==> config.mk <==
export PLATFORM = sky130hd
export DESIGN_NAME = div_unit_flat
export DESIGN_NICKNAME = d
export VERILOG_FILES = /design/src/rtl/div_if.sv /design/src/rtl/div_unit.sv /design/src/flat_wrapper.sv
export SDC_FILE = /design/constraint.sdc
export NUM_CORES = 1
export LEC_CHECK = 0
export BUFFER_PORTS_ARGS = -buffer_cell sky130_fd_sc_hd__buf_2
export CORE_MARGIN = 2
export CORE_UTILIZATION = 54
export CTS_CLUSTER_DIAMETER = 150
export DETAILED_ROUTE_END_ITERATION = 10
export GPL_TIMING_DRIVEN = 0
export PLACE_DENSITY = 0.82
export SKIP_CTS_REPAIR_TIMING = 1
export SLEW_MARGIN = 20
export SYNTH_ARGS = -nofsm -noshare
export SYNTH_HDL_FRONTEND = slang
export SYNTH_SLANG_ARGS = --single-unit
export TNS_END_PERCENT = 100
==> constraint.sdc <==
create_clock -name clk -period 4.55 [get_ports clk]
set_input_delay 0.2275 -clock clk [delete_from_list [all_inputs] [get_ports clk]]
set_output_delay 0.2275 -clock clk [all_outputs]
set_load 0.05 [all_outputs]
==> src/rtl/div_if.sv <==
// Request/response bundle between the EX stage and the iterative divider.
interface div_if;
  logic        start;
  logic        is_sign;
  logic        annul;
  logic [31:0] a;
  logic [31:0] b;
  logic        busy;
  logic        done;
  logic [31:0] hi;
  logic [31:0] lo;

  modport master (
    output start, is_sign, annul, a, b,
    input  busy, done, hi, lo
  );

  modport slave (
    input  start, is_sign, annul, a, b,
    output busy, done, hi, lo
  );
endinterface

==> src/rtl/div_unit.sv <==
// Iterative 32-bit restoring divider for DIV/DIVU: one quotient bit per cycle,
// remainder returned on hi and quotient on lo.
module div_unit (
  input  logic   clk,
  input  logic   rst,
  div_if.slave   bus
);

  typedef enum logic [1:0] {
    IDLE = 2'd0,
    RUN  = 2'd1,
    DONE = 2'd2
  } state_t;

  state_t      r_state;
  logic [4:0]  r_cnt;
  logic        r_busy;
  logic [31:0] r_hi;
  logic [31:0] r_lo;

  logic [31:0] r_dvd;
  logic [31:0] r_dvs;
  logic [31:0] r_rem;
  logic [31:0] r_quot;
  logic        r_sign_q;
  logic        r_sign_r;

  logic        w_accept;
  logic [32:0] w_rem33;
  logic        w_ge;
  logic [31:0] w_rem_nxt;
  logic [31:0] w_quot_nxt;

  // Two's-complement negate; the most negative value maps to itself.
  function automatic logic [31:0] f_neg(input logic [31:0] v);
    return ~v + 32'd1;
  endfunction

  // Magnitude of an operand; raw bits when the operation is unsigned.
  function automatic logic [31:0] f_abs(input logic [31:0] v, input logic is_signed);
    return (is_signed && v[31]) ? f_neg(v) : v;
  endfunction

  assign w_accept = bus.start & ~bus.annul;

  // One restoring step. When the subtraction is taken the true difference is
  // below the divisor, so a 32-bit subtract yields it exactly.
  assign w_rem33    = {r_rem, r_dvd[31]};
  assign w_ge       = (w_rem33 >= {1'b0, r_dvs});
  assign w_rem_nxt  = w_ge ? (w_rem33[31:0] - r_dvs) : w_rem33[31:0];
  assign w_quot_nxt = {r_quot[30:0], w_ge};

  // Control FSM with registered busy and result outputs.
  always_ff @(posedge clk) begin
    if (rst) begin
      r_state <= IDLE;
      r_cnt   <= 5'd0;
      r_busy  <= 1'b0;
      r_hi    <= 32'd0;
      r_lo    <= 32'd0;
    end else begin
      case (r_state)
        IDLE: begin
          if (w_accept) begin
            if (bus.b == 32'd0) begin
              r_state <= DONE;
              r_hi    <= bus.a;
              r_lo    <= 32'hFFFF_FFFF;
            end else begin
              r_state <= RUN;
              r_busy  <= 1'b1;
              r_cnt   <= 5'd0;
            end
          end
        end
        RUN: begin
          if (bus.annul) begin
            r_state <= IDLE;
            r_busy  <= 1'b0;
          end else begin
            r_cnt <= r_cnt + 5'd1;
            if (r_cnt == 5'd31) begin
              r_state <= DONE;
              r_busy  <= 1'b0;
              r_lo    <= r_sign_q ? f_neg(w_quot_nxt) : w_quot_nxt;
              r_hi    <= r_sign_r ? f_neg(w_rem_nxt) : w_rem_nxt;
            end
          end
        end
        DONE: begin
          r_state <= IDLE;
        end
        default: begin
          r_state <= IDLE;
          r_busy  <= 1'b0;
        end
      endcase
    end
  end

  // Datapath: load magnitudes on acceptance, shift/subtract while running.
  always_ff @(posedge clk) begin
    if (r_state == IDLE && w_accept) begin
      r_dvd    <= f_abs(bus.a, bus.is_sign);
      r_dvs    <= f_abs(bus.b, bus.is_sign);
      r_rem    <= 32'd0;
      r_quot   <= 32'd0;
      r_sign_q <= bus.is_sign & (bus.a[31] ^ bus.b[31]);
      r_sign_r <= bus.is_sign & bus.a[31];
    end else if (r_state == RUN) begin
      r_dvd  <= {r_dvd[30:0], 1'b0};
      r_rem  <= w_rem_nxt;
      r_quot <= w_quot_nxt;
    end
  end

  assign bus.busy = r_busy;
  assign bus.done = (r_state == DONE) & ~bus.annul;
  assign bus.hi   = r_hi;
  assign bus.lo   = r_lo;

endmodule

==> src/flat_wrapper.sv <==
// flat-port wrapper written by rule: the top's interface ports become plain ports
module div_unit_flat 
  (clk, rst, bus_start, bus_is_sign, bus_annul, bus_a, bus_b, bus_busy, bus_done, bus_hi, bus_lo);
  div_if bus_i ();
  input  logic clk;
  input  logic rst;
  input wire logic [$bits(bus_i.start)-1:0] bus_start;
  input wire logic [$bits(bus_i.is_sign)-1:0] bus_is_sign;
  input wire logic [$bits(bus_i.annul)-1:0] bus_annul;
  input wire logic [$bits(bus_i.a)-1:0] bus_a;
  input wire logic [$bits(bus_i.b)-1:0] bus_b;
  output wire logic [$bits(bus_i.busy)-1:0] bus_busy;
  output wire logic [$bits(bus_i.done)-1:0] bus_done;
  output wire logic [$bits(bus_i.hi)-1:0] bus_hi;
  output wire logic [$bits(bus_i.lo)-1:0] bus_lo;
  assign bus_i.start = bus_start;
  assign bus_i.is_sign = bus_is_sign;
  assign bus_i.annul = bus_annul;
  assign bus_i.a = bus_a;
  assign bus_i.b = bus_b;
  assign bus_busy = bus_i.busy;
  assign bus_done = bus_i.done;
  assign bus_hi = bus_i.hi;
  assign bus_lo = bus_i.lo;
  div_unit u_core (.clk(clk), .rst(rst), .bus(bus_i));
endmodule
After elaboration in Yosys (flattened, before gate mapping)
Cells that the tools add are included.
{ "op_classes": {"n_reduce_logical": 11, "magnitude_cmp": 1, "eq_ne": 9, "muxes": 31, "n_addsub": 6, "bitwise_logic": 11} }
{ "op_table": {"columns": ["operator", "count"], "rows": [
  ["two-way mux 32 bit", 15],
  ["adder 32 x 1 -> 32 bit, second input constant", 4],
  ["NOT 32 bit", 4],
  ["one-hot mux 32 bit (2 select lines)", 2],
  [">= comparator 33 x 32 -> 1 bit", 1],
  ["logical NOT 32 bit", 1],
  ["subtractor 32 bit", 1],
  ["two-way mux 5 bit", 3],
  ["one-hot mux 5 bit (2 select lines)", 1],
  ["two-way mux 2 bit", 4],
  ["AND reduction 4 bit", 2],
  ["!= test 2 x 1 -> 1 bit, second input constant", 3],
  ["adder 5 x 1 -> 5 bit, second input constant", 1],
  ["== test 5 bit, second input constant", 1],
  ["AND reduction 5 bit", 1],
  ["AND 1 bit", 4],
  ["two-way mux 1 bit", 4],
  ["!= test 2 bit, second input constant", 2],
  ["one-hot mux 2 bit (2 select lines)", 1],
  ["nonzero test 2 bit", 2],
  ["logical AND 1 bit", 3],
  ["!= test 3 x 2 -> 1 bit, second input constant", 1],
  ["one-hot mux 1 bit (3 select lines)", 1],
  ["== test 2 x 1 -> 1 bit, second input constant", 1],
  ["5 further kinds", 6]
]} }
{ "totals": {"word_cells": 80, "output_inout_bits": 66, "ff_bits": 201, "inputBits": 69} }

Logic depth before layout (Yosys ltp)
{ "depth": {"depth_word": 8, "mapped_depth": 21} }

Least setup slack after synthesis
Ideal clock, no wire load.
{ "synth_path": {"path_type": "reg2reg", "start": "reg u_core.r_rem[5]", "end": "reg u_core.r_lo[30] (netlist: u_core.bus.lo[30])", "path_stages_with_launch": 20, "arrival_ps": 4265, "slack_ps": 199, "synth_period_minus_slack_ps": 4351, "setup_time_ps": 86, "path_buffers": 3, "path_cell_list": "dfxtp_1 > ha_1 > a21o_1 > a221oi_2 > nor2_2 > o211ai_4 > nand3_4 > inv_2 > clkbuf_1 > clkbuf_1 > clkbuf_1 > ha_1 > inv_1 > or2_2 > o21ai_0 > o21ai_0 > a21oi_1 > nand2_1 > xnor2_1 > a211oi_1"} }
{ "synth_between": {"elab_chain_cells": 7} }
{ "synth_lines": {"columns": ["element", "line_no", "text"], "rows": [
  ["from (decl)", "div_unit.sv:23", "logic [31:0] r_rem;"],
  ["from (signal assigned)", "div_unit.sv:112", "r_rem <= w_rem_nxt;"],
  [">= comparator 33 x 32 -> 1 bit", "div_unit.sv:49", "assign w_ge = (w_rem33 >= {1'b0, r_dvs});"],
  ["NOT 32 bit", "div_unit.sv:36", "return ~v + 32'd1;"],
  ["adder 32 x 1 -> 32 bit", "div_unit.sv:36", null],
  ["two-way mux 32 bit", "div_unit.sv:85", "r_lo <= r_sign_q ? f_neg(w_quot_nxt) : w_quot_nxt;"],
  ["two-way mux 32 bit", "div_unit.sv:82", "if (r_cnt == 5'd31) begin"],
  ["two-way mux 32 bit", "div_unit.sv:77", "if (bus.annul) begin"],
  ["one-hot mux 32 bit (2 select lines)", "div_unit.sv:62", "case (r_state)"],
  ["to (signal assigned)", "div_unit.sv:85", null],
  ["to (decl)", "div_unit.sv:19", "logic [31:0] r_lo;"]
]} }
No other way between the ends. The select of a mux whose other input is x is not followed.
A chain may end at the register's enable or synchronous reset.

Worst setup path after layout
{ "layout_path": {"start": "reg u_core.r_rem[11]", "end": "reg u_core.r_hi[18] (netlist: u_core.bus.hi[18])"} }
{ "layout_between": {"elab_chain_cells": 8} }
{ "layout_lines": {"columns": ["element", "line_no", "text"], "rows": [
  ["subtractor 32 bit / >= comparator 33 x 32 -> 1 bit (equally long branches)", "div_unit.sv:50, div_unit.sv:49", null],
  ["two-way mux 32 bit (*)", "div_unit.sv:50", "assign w_rem_nxt = w_ge ? (w_rem33[31:0] - r_dvs) : w_rem33[31:0];"],
  ["NOT 32 bit", "div_unit.sv:36", null],
  ["adder 32 x 1 -> 32 bit", "div_unit.sv:36", null],
  ["two-way mux 32 bit (*)", "div_unit.sv:86", "r_hi <= r_sign_r ? f_neg(w_rem_nxt) : w_rem_nxt;"],
  ["two-way mux 32 bit (*)", "div_unit.sv:82", null],
  ["two-way mux 32 bit (*)", "div_unit.sv:77", null],
  ["one-hot mux 32 bit (2 select lines) (*)", "div_unit.sv:62", null],
  ["to (signal assigned)", "div_unit.sv:67", "r_hi <= bus.a;"],
  ["to (signal assigned)", "div_unit.sv:86", null],
  ["to (decl)", "div_unit.sv:18", "logic [31:0] r_hi;"]
]} }
Every way passes the cells marked *; elsewhere a longest branch is shown, timed or not. The select of a mux whose other input is x is not followed.

==> results.yml <==
layout:
  multi_input_area_um2: 7644
  fin_area_um2: 14840
  n_antenna_cell: 0
  nets: 1833
  areaGrowthSynthToFinish_pct: 16.72
  drive_gt1_share_pct: 15.46
  fillers: 2008
  seq_area_um2: 4688
detailed_routing:
  drtIter0Drc: 1482
  routed_wl_um: 38730
  drtPass1Iterations: 6
  wl_per_cell_um: 18.81
  ant_nets: 0
  num_vias: 12679
  drc: 0
  viasPerCell: 6.158
min_path:
  hold_class: "in -> reg"
  hold_start: "bus_a[5]"
clock_network:
  clk_pin_slew_worst_paths_ns: 0.06
  cts_htree_levels: 1
  cts-root-buf: "clkbuf_16"
  insertion_delay_ns: 0.54
  cts.sinks: 201
  cts_inserted_buffers: 23
  cts_tree: "done"
  clockBufferDepth: 3
logic_synthesis:
  seq_area_frac_synth_pct: 36.85
  synth_most_common_cell: "nand2_1"
  synth_common_cells: "nand2_1, nor2_1, dfxtp_1"
  synth_area_leader_cell: "dfxtp_1"
  ys_ff_latch: 201
  async_flop_share_pct: 0
  synth_ff_type: "dfxtp_1"
  synth_area_per_cell_um2: 8.170
  synth-edff-count: 66
  synth_nets: 1664
  synth_area_leaders: "dfxtp_1, edfxtp_1, nand2_1"
  ys_types: 79
  yosysWarnings: 0
  yosysTopAreaCellShare_pct: 21.26
  synthesis.instances: 1556
  netlist_area_um2: 12710
sta:
  clock.fmax_mhz: 225.4
  finClkSkew_ns: 0.03032
  hold_viol_final: 0
  slew_violations: 0
  finalSetupViolations: 0
  fin_crit_sh_pct: 97.53
  totalNegativeSetupSlack_ns: 0
  period_minus_slack_ns: 4.437
  worst_pin_slew_ns: 0.8170
  slew_headroom_pct: 44.96
job:
  max_cap_viol_count: 0
critical_path:
  endpoint_kind: "flop"
  critPathKind: "reg -> reg"
  startpoint: "u_core.r_rem[11]"
  cp_data_arrival_time_ns: 4.88
  worst_ep_required_time_ns: 4.99
  startpoint_type: "flop"
  critPathMaxFanout: 10
  timing.rr.start: "u_core.r_rem[11]"
global_route:
  antenna_found_initial: 0
  grt_pass1_wl_um: 60480
  grt_overflow: 0
  track_usage_pct: 30.43
  grt_max_degree: 33
  grt_pass1_vias: 11636
power:
  ir_drop_mv: 0.2718
  p_comb_share_pct: 41.4
  leakagePower_nw: 5.817
  power_frac_seq_pct: 32.1
  internal-power_mw: 4.051
  power.total_mw: 6.732
  switching_share_pct: 39.83
  netSwitchingPower_mw: 2.681
  clkPwrFrac_pct: 26.4
  powerDensity_nw_per_um2: 453.7
placed_design:
  io_buffer_count: 133
  gp_congestion: 1.024
  hpwl_um: 29280
  placed_cell_area_um2: 13810
die:
  start_util_pct: 54.65
  die_x_um: 157.4
  num_io_pins: 135
  std_cell_rows: 56
  dieArea_um2: 24780
  core_um2: 23260
  die_height_um: 157.4
run_status:
  outcome: "finished, final reports clean"
## flip-flops by register name (all words and copies together) (netlist names)
register         flops
u_core.r_sign_r      1
u_core.r_dvd        32
u_core.r_cnt         5
u_core.r_rem        32
u_core.r_quot       31
u_core.bus.lo       32
u_core.r_state       2
u_core.r_sign_q      1
u_core.r_dvs        32
u_core.bus.busy      1
u_core.bus.hi       32
## cells by family (layout without fill, tap and decap cells)
logic type | after synthesis | count (layout) | share of synthesized area [%]
adder cells (fa/ha/maj) | 39 | 39 | 3.898
AND/OR/NAND/NOR | 564 | 564 | 20.48
buffers and inverters | 147 | 331 | 4.488
AO/OA/AOI/OAI | 454 | 454 | 23.63
flip-flops | 201 | 201 | 36.85
XOR/XNOR | 128 | 128 | 8.819
multiplexers | 23 | 23 | 1.831
## worst max-delay path, cell delays in order (launching register included)
cell and delay [ns]:
dfxtp_1 0.39, ha_1 0.31, clkbuf_4 0.18, and2_4 0.18, nand3_1 0.16, a2111oi_4 0.46
o211ai_4 0.14, nand3_4 0.18, buf_6 0.18, buf_6 0.17, buf_6 0.19, mux2i_4 0.28
ha_2 0.23, o21a_1 0.18, o211ai_1 0.18, o31ai_1 0.34, xor2_1 0.22, nand2_1 0.08
a311oi_1 0.28
## per-layer routing
metal / part of all wire, % / track usage [%] / wire (µm)
met4: 3.6 / 11.65 / 1412
met3: 10 / 5.452 / 4029
met2: 45 / 47.95 / 17280
met1: 41 / 41.62 / 16000
met5: 0 / 0 / 0
## path summary, 6_finish.rpt
kind | end | slack, ns | cells after the start
min | u_core.bus.hi[5] | 0.001 | 3
max reg2reg | u_core.bus.hi[18] | 0.11 | 18
min reg2reg | u_core.bus.hi[0] | 0.47 | 2
max | u_core.bus.hi[18] | 0.11 | 18
## power groups by stage
stage | registers, mW | clock network, mW | logic (mW)
final | 2.16 | 1.78 | 2.79
after global routing | 2.17 | 1.85 | 3.02
after CTS | 2.15 | 1.78 | 2.52
after detailed placement | 2.18 | 0 | 2.50
after global placement | 2.18 | 0 | 2.44
after floorplan | 2.17 | 0 | 1.84
## per-stage QoR
| step | util, % | worst slack [ns] | hold WS [ns] | std cells |
|---|---|---|---|---|
| after CTS | 62.45 | -1.206 | -0.09091 | 2050 |
| final | 63.79 | 0.1126 | 0.001311 | 2059 |
| after global placement | 59.22 | -1.056 | 0.4449 | 2008 |
| after detailed placement | 59.36 | -1.143 | 0.4414 | 2010 |
| after global routing | 63.79 | -0.05007 | 0.008994 | 2059 |
| after floorplan | - | 0.1992 | 0.3264 | 1556 |
## layout by cell type, fill, tap and decap left out, types with 7 or more instances in the layout
| master | netlist | routed |
|---|---|---|
| nand2_1 | 191 | 191 |
| nor2_1 | 184 | 183 |
| buf_2 | 15 | 146 |
| dfxtp_1 | 135 | 132 |
| a21oi_1 | 130 | 122 |
| o21ai_0 | 95 | 92 |
| xor2_1 | 70 | 70 |
| edfxtp_1 | 66 | 66 |
| clkbuf_1 | 67 | 62 |
| xnor2_1 | 58 | 58 |
| inv_1 | 53 | 52 |
| a211oi_1 | 50 | 50 |
| ha_1 | 38 | 34 |
| nor3_1 | 31 | 31 |
| clkbuf_16 | 0 | 24 |
| nand3_1 | 22 | 22 |
| nor4_1 | 20 | 19 |
| mux2i_1 | 21 | 18 |
| or3_1 | 17 | 17 |
| and2_1 | 17 | 16 |
| o31ai_1 | 18 | 16 |
| a31oi_1 | 18 | 16 |
| o22ai_1 | 15 | 15 |
| a311oi_1 | 15 | 14 |
| and3_1 | 13 | 13 |
| nand4_1 | 12 | 12 |
| nand2b_1 | 12 | 12 |
| buf_4 | 0 | 12 |
| a21o_1 | 12 | 10 |
| o21a_1 | 10 | 10 |
| buf_1 | 11 | 10 |
| or4_1 | 10 | 10 |
| o41ai_1 | 13 | 10 |
| a21oi_2 | 0 | 8 |
| o211ai_1 | 8 | 8 |
| nor2b_1 | 7 | 7 |
| a221oi_1 | 7 | 7 |
| clkinv_2 | 0 | 7 |
## layout make-up
cell class | count | share of cell area (%)
multi-input cells | 1208 | 51.51
plain buffers | 89 | 2.665
repair buffers | 148 | 5.329
inverters | 54 | 1.366
clock buffers | 30 | 4.360
flip-flops and latches | 201 | 31.60
clock inverters | 10 | 0.4806
well taps | 319 | 2.690
No activity file was read; power rests on OpenSTA's default activity.
